===== src/rtl/tick_sequencer_pkg.sv =====
// Shared constants for the tick sequencer and the 3x2 grid top: FSM encoding, period floor, defaults.
// No logic; pure declarations.
package tick_sequencer_pkg;

    localparam int NUM_CORES_DEFAULT  = 6;
    localparam int PERIOD_W_DEFAULT   = 24;
    localparam int TICK_CNT_W_DEFAULT = 16;

    // Shortest period that still fits ISSUE, one WAIT_DONE cycle and one WAIT_PERIOD cycle.
    localparam int MIN_PERIOD = 3;

    localparam logic [2:0] ST_IDLE        = 3'd0;
    localparam logic [2:0] ST_ISSUE       = 3'd1;
    localparam logic [2:0] ST_WAIT_DONE   = 3'd2;
    localparam logic [2:0] ST_WAIT_PERIOD = 3'd3;
    localparam logic [2:0] ST_FINISH      = 3'd4;

    typedef enum logic [2:0] {
        IDLE        = ST_IDLE,
        ISSUE       = ST_ISSUE,
        WAIT_DONE   = ST_WAIT_DONE,
        WAIT_PERIOD = ST_WAIT_PERIOD,
        FINISH      = ST_FINISH
    } state_t;

endpackage


===== src/rtl/tick_sequencer_if.sv =====
// Control, status and core tick/done/error bundle of the tick sequencer.
// master = the sequencer (tick initiator); slave = run controller plus grid controllers.
interface tick_sequencer_if
    import tick_sequencer_pkg::*;
#(
    parameter int NUM_CORES  = NUM_CORES_DEFAULT,
    parameter int PERIOD_W   = PERIOD_W_DEFAULT,
    parameter int TICK_CNT_W = TICK_CNT_W_DEFAULT
);
    logic                  start;
    logic                  stop;
    logic [PERIOD_W-1:0]   period;
    logic [TICK_CNT_W-1:0] num_ticks;
    logic [NUM_CORES-1:0]  core_done;
    logic [NUM_CORES-1:0]  core_error;

    logic                  tick;
    logic                  busy;
    logic                  frame_done;
    logic                  finished;
    logic                  overrun;
    logic [NUM_CORES-1:0]  error_flags;
    logic [TICK_CNT_W-1:0] tick_count;

    modport master (
        input  start, stop, period, num_ticks, core_done, core_error,
        output tick, busy, frame_done, finished, overrun, error_flags, tick_count
    );

    modport slave (
        output start, stop, period, num_ticks, core_done, core_error,
        input  tick, busy, frame_done, finished, overrun, error_flags, tick_count
    );

endinterface


===== src/rtl/tick_sequencer_done_collector.sv =====
// Sticky per-core done mask; all_done also counts this cycle's core_done so completion is seen without delay.
// Latency 0 for all_done; the mask itself updates on the next edge. No backpressure.
module tick_sequencer_done_collector
    import tick_sequencer_pkg::*;
#(
    parameter int NUM_CORES = NUM_CORES_DEFAULT
) (
    input  logic                 clk,
    input  logic                 reset,
    input  logic                 clear,
    input  logic                 enable,
    input  logic [NUM_CORES-1:0] core_done,
    output logic                 all_done
);

    logic [NUM_CORES-1:0] mask_q;

    always_ff @(posedge clk) begin
        if (reset || clear) begin
            mask_q <= '0;
        end else if (enable) begin
            mask_q <= mask_q | core_done;
        end
    end

    assign all_done = &(mask_q | core_done);

endmodule


===== src/rtl/tick_sequencer.sv =====
// Issues periodic one-cycle ticks to the grid controllers, holds the next tick until every core reports done.
// Tick lands exactly `period` cycles apart, or 2 cycles after the completing done of a late frame.
module tick_sequencer
    import tick_sequencer_pkg::*;
#(
    parameter int NUM_CORES  = NUM_CORES_DEFAULT,
    parameter int PERIOD_W   = PERIOD_W_DEFAULT,
    parameter int TICK_CNT_W = TICK_CNT_W_DEFAULT
) (
    input  logic              clk,
    input  logic              reset,
    tick_sequencer_if.master  bus
);

    state_t                state_q;
    state_t                state_d;

    logic [PERIOD_W-1:0]   period_q;
    logic [PERIOD_W-1:0]   cnt_q;
    logic [TICK_CNT_W-1:0] num_q;
    logic [TICK_CNT_W-1:0] count_q;
    logic                  overrun_q;
    logic                  stop_req_q;
    logic [NUM_CORES-1:0]  err_q;

    logic                  all_done;
    logic                  cnt_zero;
    logic                  last_frame;
    logic                  mask_clear;
    logic                  mask_en;
    logic                  tick;
    logic                  frame_done;
    logic                  finished;
    logic [PERIOD_W-1:0]   period_eff;
    logic [TICK_CNT_W-1:0] count_inc;

    tick_sequencer_done_collector #(
        .NUM_CORES (NUM_CORES)
    ) u_done_collector (
        .clk       (clk),
        .reset     (reset),
        .clear     (mask_clear),
        .enable    (mask_en),
        .core_done (bus.core_done),
        .all_done  (all_done)
    );

    assign period_eff = (bus.period < PERIOD_W'(MIN_PERIOD)) ? PERIOD_W'(MIN_PERIOD) : bus.period;
    assign cnt_zero   = (cnt_q == '0);
    assign count_inc  = count_q + TICK_CNT_W'(1);
    // A stop arriving in the completing cycle still ends the run at this boundary.
    assign last_frame = stop_req_q || bus.stop || ((num_q != '0) && (count_inc == num_q));

    always_comb begin
        state_d    = state_q;
        tick       = 1'b0;
        frame_done = 1'b0;
        finished   = 1'b0;
        mask_clear = 1'b0;
        mask_en    = 1'b0;
        case (state_q)
            IDLE: begin
                if (bus.start) begin
                    state_d = ISSUE;
                end
            end
            ISSUE: begin
                tick       = 1'b1;
                mask_clear = 1'b1;
                state_d    = WAIT_DONE;
            end
            WAIT_DONE: begin
                mask_en = 1'b1;
                if (all_done) begin
                    frame_done = 1'b1;
                    state_d    = last_frame ? FINISH : WAIT_PERIOD;
                end
            end
            WAIT_PERIOD: begin
                if (cnt_zero) begin
                    state_d = ISSUE;
                end
            end
            FINISH: begin
                finished = 1'b1;
                state_d  = IDLE;
            end
            default: begin
                state_d = IDLE;
            end
        endcase
    end

    always_ff @(posedge clk) begin
        if (reset) begin
            state_q    <= IDLE;
            period_q   <= '0;
            cnt_q      <= '0;
            num_q      <= '0;
            count_q    <= '0;
            overrun_q  <= 1'b0;
            stop_req_q <= 1'b0;
            err_q      <= '0;
        end else begin
            state_q <= state_d;

            if (state_q == IDLE) begin
                if (bus.start) begin
                    period_q   <= period_eff;
                    num_q      <= bus.num_ticks;
                    count_q    <= '0;
                    overrun_q  <= 1'b0;
                    stop_req_q <= 1'b0;
                    err_q      <= '0;
                end
            end else begin
                err_q <= err_q | bus.core_error;
                if (bus.stop) begin
                    stop_req_q <= 1'b1;
                end
            end

            // Counter reads 0 in the last cycle before the next tick is due.
            if (state_q == ISSUE) begin
                cnt_q <= period_q - PERIOD_W'(2);
            end else if ((state_q == WAIT_DONE || state_q == WAIT_PERIOD) && !cnt_zero) begin
                cnt_q <= cnt_q - PERIOD_W'(1);
            end

            if (frame_done) begin
                count_q <= count_inc;
            end

            if (state_q == WAIT_DONE && !all_done && cnt_zero) begin
                overrun_q <= 1'b1;
            end
        end
    end

    assign bus.tick        = tick;
    assign bus.busy        = (state_q != IDLE);
    assign bus.frame_done  = frame_done;
    assign bus.finished    = finished;
    assign bus.overrun     = overrun_q;
    assign bus.error_flags = err_q;
    assign bus.tick_count  = count_q;

endmodule

===== src/flat_wrapper.sv =====
// flat-port wrapper written by rule: the top's interface ports become plain ports
module tick_sequencer_flat import tick_sequencer_pkg::*;
#(
    parameter int NUM_CORES  = NUM_CORES_DEFAULT,
    parameter int PERIOD_W   = PERIOD_W_DEFAULT,
    parameter int TICK_CNT_W = TICK_CNT_W_DEFAULT
)
  (clk, reset, bus_start, bus_stop, bus_period, bus_num_ticks, bus_core_done, bus_core_error, bus_tick, bus_busy, bus_frame_done, bus_finished, bus_overrun, bus_error_flags, bus_tick_count);
  tick_sequencer_if #(.NUM_CORES(NUM_CORES), .PERIOD_W(PERIOD_W), .TICK_CNT_W(TICK_CNT_W)) bus_i ();
  input  logic clk;
  input  logic reset;
  input wire logic [$bits(bus_i.start)-1:0] bus_start;
  input wire logic [$bits(bus_i.stop)-1:0] bus_stop;
  input wire logic [$bits(bus_i.period)-1:0] bus_period;
  input wire logic [$bits(bus_i.num_ticks)-1:0] bus_num_ticks;
  input wire logic [$bits(bus_i.core_done)-1:0] bus_core_done;
  input wire logic [$bits(bus_i.core_error)-1:0] bus_core_error;
  output wire logic [$bits(bus_i.tick)-1:0] bus_tick;
  output wire logic [$bits(bus_i.busy)-1:0] bus_busy;
  output wire logic [$bits(bus_i.frame_done)-1:0] bus_frame_done;
  output wire logic [$bits(bus_i.finished)-1:0] bus_finished;
  output wire logic [$bits(bus_i.overrun)-1:0] bus_overrun;
  output wire logic [$bits(bus_i.error_flags)-1:0] bus_error_flags;
  output wire logic [$bits(bus_i.tick_count)-1:0] bus_tick_count;
  assign bus_i.start = bus_start;
  assign bus_i.stop = bus_stop;
  assign bus_i.period = bus_period;
  assign bus_i.num_ticks = bus_num_ticks;
  assign bus_i.core_done = bus_core_done;
  assign bus_i.core_error = bus_core_error;
  assign bus_tick = bus_i.tick;
  assign bus_busy = bus_i.busy;
  assign bus_frame_done = bus_i.frame_done;
  assign bus_finished = bus_i.finished;
  assign bus_overrun = bus_i.overrun;
  assign bus_error_flags = bus_i.error_flags;
  assign bus_tick_count = bus_i.tick_count;
  tick_sequencer #(.NUM_CORES(NUM_CORES), .PERIOD_W(PERIOD_W), .TICK_CNT_W(TICK_CNT_W)) u_core (.clk(clk), .reset(reset), .bus(bus_i));
endmodule

===== config.mk =====
export PLATFORM = sky130hd
export DESIGN_NAME = tick_sequencer_flat
export DESIGN_NICKNAME = d
export VERILOG_FILES = /design/src/rtl/tick_sequencer_pkg.sv /design/src/rtl/tick_sequencer_if.sv /design/src/rtl/tick_sequencer_done_collector.sv /design/src/rtl/tick_sequencer.sv /design/src/flat_wrapper.sv
export SDC_FILE = /design/constraint.sdc
export NUM_CORES = 1
export LEC_CHECK = 0
export ABC_AREA = 1
export BUFFER_PORTS_ARGS = -buffer_cell sky130_fd_sc_hd__buf_4
export CAP_MARGIN = 10
export CORE_MARGIN = 8
export CORE_UTILIZATION = 35
export CTS_CLUSTER_SIZE = 25
export DETAILED_ROUTE_END_ITERATION = 8
export PLACE_DENSITY_LB_ADDON = 0.08
export SLEW_MARGIN = 20
export SYNTH_ARGS = -nofsm -noshare
export SYNTH_HDL_FRONTEND = slang
export SYNTH_SLANG_ARGS = --single-unit

===== constraint.sdc =====
create_clock -name clk -period 2.55 [get_ports clk]
set_input_delay 0.51 -clock clk [delete_from_list [all_inputs] [get_ports clk]]
set_output_delay 0.51 -clock clk [all_outputs]
set_load 0.02 [all_outputs]

==> impl_results.md <==
* F_max at 0.4379 GHz
* Most common cell in the netlist: nand2_1
* Hold Path Sink: u_core.num_q[3]
* Buffers on Ports at 82
* Overall Global Routing Usage at 0.1680
* Int Pwr at 0.003662 W
* Switch share at 0.4457
* Worst-Margin Slew at 587.6 ps
* Area Growth Syn to Fin at 21.10%
* Peak VDD IR at 0.3803 mV
* Die area at 19870 µm²
* Skew final at 6.071 ps
* Leak Pwr at 2.888 nW
* Hold Crit Class: in2reg
* Syn Nets at 858
* Vias per cell at 4.939
* Crit end category: output port
* Number of buffers created by CTS at 9
* First-pass GRT wire length at 26860 µm
* CTS clock-pin slew for the worst setup and hold paths at 70 ps
* Tcrit/Tclk final at 0.8956
* Top cell type's share of synthesized area at 0.3552
* Layout cells sized above 1 at 0.1773
* Sequential Area at 1942 µm²
* Seq/Total Area, Yosys at 0.3552
* Asr flop ratio synth at 0
* Reg power frac at 0.324
* Reg2Reg Depth at 13
* Post-DP HPWL at 12770 µm
* H-tree depth at 3
* DRT Wirelength at 16470 µm
* Worst Hold Depth at 3
* Clk buf depth at 2
* Antenna violations before repair at 0
* Period minus WS final at 2284 ps
* Multi-input gate area at 3005 µm²
* Nets@finish at 947
* DRC viols at 0
* Die height at 141.0 µm
* CTS Hold Bufs at 0
* N_diodes at 0
* Pin count of the biggest net entering global routing at 30
* Relative slew slack at 0.6047
* Commonest cells in the netlist: 176 x nand2_1, 106 x inv_1, 97 x dfxtp_1, 81 x nor2_1, 59 x nand3_1
* Drt initial violations at 328
* Synth warn at 0
* Setup TNS at 0 ps
* Post-synth top area cell: dfxtp_1
* Top Ports at 83
* Routability congestion estimate at 0.8841
* Final hold slack at 361.8 ps
* Synth area leaders: dfxtp_1 36%, nand2_1 12%, inv_1 7.3%
* Number of global-route vias before repair at 5342
* First-pass iteration count of the detailed router at 4
* Final hold viol count at 0
* WL/cell at 14.95 µm
* Hold_sp: bus_num_ticks[3]
* Flop2flop setup slack at 370 ps
* Cells after synthesis at 799
* Final setup vio count at 0
* Clk Latency, worst-skew pair at 350 ps
* Average size of a mapped cell at 6.842 µm²
* Crit Path Class: reg2out
* # resized after CTS at 0
* Max-cap violations at 0
* Post-synthesis register bit count at 97
* Startpoint types: flop
* Postcts setup bufs at 0
* Worst Path Arrival at 1770 ps
* Combinational power share at 0.489
* Vias post-DR at 5443
* CTS Root Cell: clkbuf_16
* Reg-to-reg critical path startpoint: u_core.cnt_q[0]
* Pwr dens at 998.0 nW/µm²
* Remaining antenna violation count after routing at 0
* Die W at 141.0 µm
* Grt ovf at 0
* Pins Over Slew Limit at 0
* Initial Util at 0.3583
* Crit path required time at 2040 ps
* Core region area at 15260 µm²
* Row cnt at 45
* Fill count at 1603
* Number of synthesized flops with an enable pin at 0
* Reg-to-reg endpoint: u_core.cnt_q[19]
* Status: finished clean
* Clock Sinks at 97
* CTS tree: done
* CP max FO at 8
* RSZ-0062 raised after global routing: false
* Mapped cell area at 5466 µm²
* Sw Pwr at 0.002945 W
* Clock power frac at 0.186
* Count of cell types in the netlist at 51
* Most used DFF post-synth: dfxtp_1
[flip-flops by register name, summed over array words and instances (netlist names)]
signal                          flops
u_core.bus.error_flags              6
u_core.bus.overrun                  1
u_core.bus.tick_count              16
u_core.cnt_q                       24
u_core.num_q                       16
u_core.period_q                    24
u_core.state_q                      3
u_core.stop_req_q                   1
u_core.u_done_collector.mask_q      6
[cells in the final DEF, fill, tap and decap left out, types with 2 or more instances in the layout]
| master | n |
|---|---|
| o2111ai_1 | 3 |
| nor2_2 | 10 |
| nand4_2 | 2 |
| nand2_1 | 176 |
| a21oi_1 | 44 |
| inv_2 | 3 |
| clkbuf_1 | 2 |
| nor2_1 | 81 |
| nor3_4 | 2 |
| nand2_2 | 7 |
| nand4_1 | 21 |
| o211ai_1 | 7 |
| o22ai_1 | 15 |
| nor4_1 | 4 |
| nand3_1 | 59 |
| ha_1 | 3 |
| xnor2_1 | 6 |
| inv_1 | 106 |
| a311oi_1 | 2 |
| nand3b_1 | 3 |
| clkbuf_16 | 9 |
| o211ai_2 | 2 |
| dfxtp_1 | 97 |
| buf_4 | 99 |
| nor2_4 | 9 |
| xor2_1 | 18 |
| nor3_2 | 2 |
| o21ai_0 | 53 |
| clkinvlp_4 | 2 |
| a31oi_1 | 5 |
| a32o_1 | 2 |
| nor3_1 | 15 |
| a211oi_2 | 2 |
| nand2_4 | 2 |
[critical path, stage by stage, from the launching register on]
cell and delay [ps]:
dfxtp_1 310, inv_1 60, nand2_1 110, nor2_2 300, inv_1 120, nor2_2 320
buf_4 210
[power by group through the flow]
stage | Sequential, W | Combinational [W] | Clock (W)
after floorplan | 0.00213 | 0.00241 | 0
after global placement | 0.00217 | 0.00322 | 0
after detailed placement | 0.00217 | 0.00324 | 0
after CTS | 0.00214 | 0.00325 | 0.00127
after global routing | 0.00218 | 0.00366 | 0.00134
final | 0.00214 | 0.00323 | 0.00123
[layout make-up]
class / instances / area share
timing repair buffer: 99 / 0.1123
clock inverter: 3 / 0.003024
inverter: 110 / 0.06237
tap: 211 / 0.03988
sequential: 97 / 0.2933
multi-input combinational: 571 / 0.4540
clock buffer: 11 / 0.03515
[metal layers]
metal | part of all wire | vias to the layer above | track usage | wire length [µm]
li1 | - | 2820 | - | -
met3 | 0.053 | 17 | 0.03444 | 867
met1 | 0.51 | 2466 | 0.2332 | 8414
met5 | 0 | - | 0 | 0
met2 | 0.42 | 140 | 0.2532 | 6930
met4 | 0.016 | 0 | 0.05600 | 261
[kinds of logic (layout without fill, tap and decap cells)]
group / count (synthesis) / count (layout) / synth area share
AO/OA/AOI/OAI: 143 / 143 / 0.1540
XOR/XNOR: 26 / 26 / 0.04555
adder cells (fa/ha/maj): 3 / 3 / 0.006867
buffers and inverters: 131 / 223 / 0.09499
flip-flops: 97 / 97 / 0.3552
AND/OR/NAND/NOR: 399 / 399 / 0.3433
[worst max-delay path by stage]
stage / from / to / slack [ps] / depth (start not counted)
final: u_core.state_q[2] / bus_frame_done / 270 / 6
after global routing: u_core.state_q[2] / bus_frame_done / 100 / 6
after CTS: u_core.state_q[2] / bus_frame_done / 230 / 6
after detailed placement: u_core.cnt_q[0] / u_core.cnt_q[19] / 360 / 13
after global placement: u_core.cnt_q[0] / u_core.cnt_q[19] / 370 / 13
after floorplan: u_core.bus.tick_count[0] / u_core.state_q[1] / 600 / 16
[metrics by stage]
stage | setup slack [ps] | area (µm²) | instances | utilization | total power (W)
after floorplan | 600.0 | 5466 | 799 | - | 0.004546
after global placement | 365.2 | 6367 | 1088 | 0.4173 | 0.005383
after detailed placement | 360.1 | 6367 | 1088 | 0.4173 | 0.005408
after CTS | 227.4 | 6620 | 1102 | 0.4339 | 0.006670
after global routing | 102.9 | 6620 | 1102 | 0.4339 | 0.007179
final | 266.3 | 6620 | 1102 | 0.4339 | 0.006607
No activity file was read; power rests on OpenSTA's default activity.
